`src/rtl/fifo_wr_arb2.sv`:
```
// Write-side arbiter and pointer controller for a first-word-fall-through FIFO.
// Define FIFO_ARB_FIXED_PRI_EN for fixed priority (req0 wins); default is round-robin.
module fifo_wr_arb2 #(
    parameter int unsigned DATASIZE = 8,
    parameter int unsigned ADDRSIZE = 4
) (
    input  logic                wclk,
    input  logic                wrst,
    input  logic                req0,
    input  logic                req1,
    input  logic [DATASIZE-1:0] wdata0,
    input  logic [DATASIZE-1:0] wdata1,
    output logic                gnt0,
    output logic                gnt1,
    input  logic                rinc,
    output logic                rempty,
    output logic                wfull,
    output logic [ADDRSIZE:0]   count,
    output logic [DATASIZE-1:0] mem_wdata,
    output logic [ADDRSIZE-1:0] mem_waddr,
    output logic [ADDRSIZE-1:0] mem_raddr,
    output logic                mem_wclken
);

    localparam logic [ADDRSIZE:0] FULL_XOR = {1'b1, {ADDRSIZE{1'b0}}};
    localparam logic [ADDRSIZE:0] ONE      = {{ADDRSIZE{1'b0}}, 1'b1};

    logic [ADDRSIZE:0] wptr_q, wptr_d;
    logic [ADDRSIZE:0] rptr_q, rptr_d;
    logic [ADDRSIZE:0] count_q, count_d;
    logic              rempty_q, rempty_d;
    logic              wfull_q, wfull_d;
    logic              push, pop;

`ifdef FIFO_ARB_FIXED_PRI_EN
    always_comb begin
        gnt0 = 1'b0;
        gnt1 = 1'b0;
        if (!wrst && !wfull_q) begin
            gnt0 = req0;
            gnt1 = req1 & ~req0;
        end
    end
`else
    // last_q = 1 means requester 1 was granted most recently, so requester 0 wins a tie
    logic last_q, last_d;

    always_comb begin
        gnt0   = 1'b0;
        gnt1   = 1'b0;
        if (!wrst && !wfull_q) begin
            gnt0 = req0 & (~req1 | last_q);
            gnt1 = req1 & (~req0 | ~last_q);
        end
        last_d = last_q;
        if (gnt0)
            last_d = 1'b0;
        else if (gnt1)
            last_d = 1'b1;
    end

    always_ff @(posedge wclk or posedge wrst) begin
        if (wrst)
            last_q <= 1'b1;
        else
            last_q <= last_d;
    end
`endif

    assign push = gnt0 | gnt1;
    assign pop  = rinc & ~rempty_q;

    // Status flags are derived from next-state pointers so they track the edge that moves them
    always_comb begin
        wptr_d   = push ? wptr_q + ONE : wptr_q;
        rptr_d   = pop  ? rptr_q + ONE : rptr_q;
        count_d  = wptr_d - rptr_d;
        rempty_d = (wptr_d == rptr_d);
        wfull_d  = ((wptr_d ^ rptr_d) == FULL_XOR);
    end

    always_ff @(posedge wclk or posedge wrst) begin
        if (wrst) begin
            wptr_q   <= '0;
            rptr_q   <= '0;
            count_q  <= '0;
            rempty_q <= 1'b1;
            wfull_q  <= 1'b0;
        end else begin
            wptr_q   <= wptr_d;
            rptr_q   <= rptr_d;
            count_q  <= count_d;
            rempty_q <= rempty_d;
            wfull_q  <= wfull_d;
        end
    end

    assign mem_wclken = push;
    assign mem_wdata  = gnt1 ? wdata1 : wdata0;
    assign mem_waddr  = wptr_q[ADDRSIZE-1:0];
    assign mem_raddr  = rptr_q[ADDRSIZE-1:0];
    assign rempty     = rempty_q;
    assign wfull      = wfull_q;
    assign count      = count_q;

endmodule

```
`config.mk`:
```
export PLATFORM = sky130hd
export DESIGN_NAME = fifo_wr_arb2
export DESIGN_NICKNAME = d
export VERILOG_FILES = /design/src/rtl/fifo_wr_arb2.sv
export SDC_FILE = /design/constraint.sdc
export NUM_CORES = 1
export LEC_CHECK = 0
export CAP_MARGIN = 25
export CORE_ASPECT_RATIO = 0.8
export CORE_MARGIN = 2
export CORE_UTILIZATION = 42
export CTS_CLUSTER_DIAMETER = 60
export DETAILED_ROUTE_END_ITERATION = 7
export GPL_TIMING_DRIVEN = 0
export PLACE_DENSITY = 0.82
export SETUP_SLACK_MARGIN = 0.02
export SLEW_MARGIN = 0
export SYNTH_ARGS = -nofsm -noshare
export SYNTH_HDL_FRONTEND = slang
export SYNTH_SLANG_ARGS = --single-unit
```
`constraint.sdc`:
```
create_clock -name wclk -period 2.3 [get_ports wclk]
set_input_delay 0.46 -clock wclk [delete_from_list [all_inputs] [get_ports wclk]]
set_output_delay 0.46 -clock wclk [all_outputs]
set_load 0.005 [all_outputs]
```
==> run_results.csv <==
group,metric,value,unit
setup_path,cp-end-kind,"register",
yosys,avgSynthCellArea,9.54,sq um
yosys,syn-num-nets,143,
sta,slew_viol_final,0,
yosys,yosysWarningCount,0,
floorplanning,die_w,60.9,um
sta,final-hold-violation-count,0,
yosys,yosys_register_bits,18,
placement,gp_congestion,0.835,
sta,post-route-period-util,97.3,%
clock_network,cts_buffer_depth,2,
cells_and_area,nFillCells,159,
grt,grt_pass1_vias,994,
placement,dp_slack,-0.528,ns
setup_path,worstPathArrival,2.47,ns
placement,dpl.cell_count,196,
power,p_leak,0.911,nW
grt,overflow,0,
yosys,syn_area,1090,sq um
yosys,synth_cells,114,
yosys,synthMuxAreaShare,1.38,%
yosys,synthDistinctLibCells,26,
floorplanning,die_h,49.5,um
floorplanning,core.rowCount,16,
power,powerDensity,1470,nW/um^2
clock_network,cts_buffers,3,
yosys,async_reset_ff_share,100,%
detailed_routing,dr.pass1.iters,4,
floorplanning,dieArea,3010,sq um
sta,max_freq,0.447,GHz
worst_hold_path,hold_class,"in -> async",
sta,fin_setup_tns,0,ns
sta,layout_setup_ws,0.0623,ns
sta,setup_viol_count_final,0,
clock_network,clk_pin_slew_worst_paths,0.10,ns
sta,relSlewSlack,55.2,%
yosys,synth_fa_ha_area_share,9.21,%
setup_path,crit_type,"in -> reg",
power,peakVddDrop,0.888,mV
yosys,synth_flop_cell,"dfrtp_1",
sta,finalCriticalPeriod,2.24,ns
yosys,yosys.area.top_type_share,36.8,%
detailed_routing,antenna_left,0,
yosys,synth_top_area_cell,"dfrtp_1",
detailed_routing,drc,0,
setup_path,max_stage_delay,0.47,ns
sta,rsz0062_at_grt,"yes",
setup_path,reg2regPathDepth,8,
clock_network,clkLatencyLatePin,0.30,ns
cells_and_area,n_antenna_cell,0,
cells_and_area,fin_util,72.1,%
detailed_routing,viasPerCell,4.94,
floorplanning,initial_core_util,44.2,%
setup_path,cp_max_fo,5,
placement,port_buffers,46,
grt,grt_pass1_wl,4600,um
grt,track_usage,20.6,%
clock_network,cts_root_buffer,"clkbuf_4",
setup_path,crit_required,2.53,ns
floorplanning,ios,47,
detailed_routing,drtIter0Drc,14,
yosys,synth_xor_area_share,10.4,%
yosys,synth_most_common_cell,"nand2_1",
cells_and_area,stdcell_count,212,
detailed_routing,wire_per_inst,16.2,um
clock_network,ctsHoldBuffers,0,
cells_and_area,drive_gt1_share,26.7,%
clock_network,h-tree-depth,1,
yosys,synth_compound_area_share,5.98,%
sta,tightest_slew,0.672,ns
yosys,synth-simple-area-share,22.4,%
sta,fin_skew,0.0118,ns
clock_network,cts_tree,"built",
setup_path,slowest_stage,"clkdlybuf4s50_1",
yosys,yosys-top-cells-count,"nand2_1 (30), dfrtp_1 (16), inv_1 (9)",
yosys,synth_top_family_by_area,"simple AND/OR/NAND/NOR gates",
grt,antenna_found_initial,0,
detailed_routing,totalWireLength,3430,um
setup_path,cp_cell_sequence,"clkdlybuf4s50_1 -> nor2b_4 -> buf_4 -> xor2_1 -> ha_1 -> inv_1 -> ha_2 -> nor2_2 -> o21bai_1 -> a21oi_2 -> xnor2_1",
power,fin_total_pwr,2.62,mW
yosys,yosys-top-cells-area,"dfrtp_1 (37%), nand2_1 (10%), ha_1 (9.2%)",
cells_and_area,fin_nets,206,
floorplanning,core,2460,sq um
detailed_routing,via_count,1047,
flow_run,cap_viol_max_count,0,
yosys,synth-seq-area-share,41.7,%
status,status,"finished clean",
setup_path,startpoint_type,"input port",
placement,dpl.hpwl,2040,um
yosys,synth_edf_count,0,
clock_network,cts.sinks,18,
cells_and_area,area_growth_syn_to_layout,63.3,%
grt,grt_max_degree,19,
==> sequential cells by signal, summed over array words and instances (netlist names) <==
| signal | count |
|---|---|
| count | 5 |
| last_q | 1 |
| rempty | 1 |
| rptr_q | 5 |
| wfull | 1 |
| wptr_q | 5 |
==> where the power goes <==
part | internal [mW] | total (mW) | leakage (nW) | switching [mW]
clock | 0.0677 | 0.160 | 0.0150 | 0.0927
combinational | 0.976 | 1.79 | 0.685 | 0.817
sequential | 0.514 | 0.663 | 0.211 | 0.149
==> critical path: cells and delay by family <==
family,cells,cell delay (ns)
simple gates,2,0.34
fa+ha+maj,2,0.44
xor+xnor,2,0.34
buf+inv,3,0.67
compound gates,2,0.23
==> per-layer routing <==
metal	track usage, %	vias to the layer above	wire [um]
li1	-	484	-
met1	27.7	514	1340
met2	31.0	33	1800
met3	5.25	16	146
met4	8.70	0	142
met5	0	-	0
==> through the flow <==
stage | hold slack, ns | cell area, sq um
4_1_cts | 0.509 | 1690
2_1_floorplan | 0.397 | 1090
6_report | 0.334 | 1780
3_5_place_dp | 0.496 | 1590
5_1_grt | 0.387 | 1780
3_3_place_gp | 0.483 | 1590
==> path summary, 6_finish.rpt <==
| check | endpoint | slack [ns] | startpoint |
|---|---|---|---|
| setup reg to reg | wfull | 0.25 | wfull |
| hold / removal | rptr_q[0] | 0.33 | wrst |
| setup / recovery | count[4] | 0.06 | rinc |
| min in group wclk | wptr_q[4] | 0.52 | wptr_q[4] |
| hold reg to reg | wptr_q[4] | 0.52 | wptr_q[4] |
| max in group asynchronous | wfull | 1.49 | wrst |
==> cells in the final DEF, fill, tap and decap left out, drive strengths merged <==
| cell | n |
|---|---|
| a21oi | 4 |
| and3 | 4 |
| and3b | 1 |
| and4 | 1 |
| buf | 18 |
| clkbuf | 6 |
| clkdlybuf4s50 | 36 |
| clkinv | 1 |
| dfrtp | 16 |
| dfstp | 2 |
| dlygate4sd2 | 1 |
| dlymetal6s2s | 7 |
| ha | 8 |
| inv | 10 |
| mux2 | 1 |
| nand2 | 30 |
| nand3 | 4 |
| nand4 | 2 |
| nor2 | 6 |
| nor2b | 1 |
| nor3 | 1 |
| o21bai | 1 |
| o31ai | 1 |
| o41ai | 1 |
| or2 | 1 |
| xnor2 | 9 |
| xor2 | 3 |
==> layout make-up <==
cell class	count	area, sq um	area share, %
plain buffers	8	60.1	3.38
clock buffers	4	26.3	1.48
inverters	10	42.5	2.40
multi-input cells	79	599	33.8
flip-flops and latches	18	454	25.6
well taps	36	45.0	2.54
repair buffers	56	542	30.5
repair inverters	1	6.26	0.352
==> timing repair <==
item,CTS,global route
pin swaps,3,7
buffers inserted,3,7
gates resized for setup,13,18
setup endpoints to repair,13,13
gates cloned,2,0
==> kinds of logic (layout without fill, tap and decap cells) <==
family	Yosys count	after routing
AND/OR/NAND/NOR	50	51
XOR/XNOR	12	12
adder cells (fa/ha/maj)	8	8
flip-flops	18	18
multiplexers	1	1
buffers and inverters	18	79
AO/OA/AOI/OAI	7	7
(Power assumes the default switching activity.)
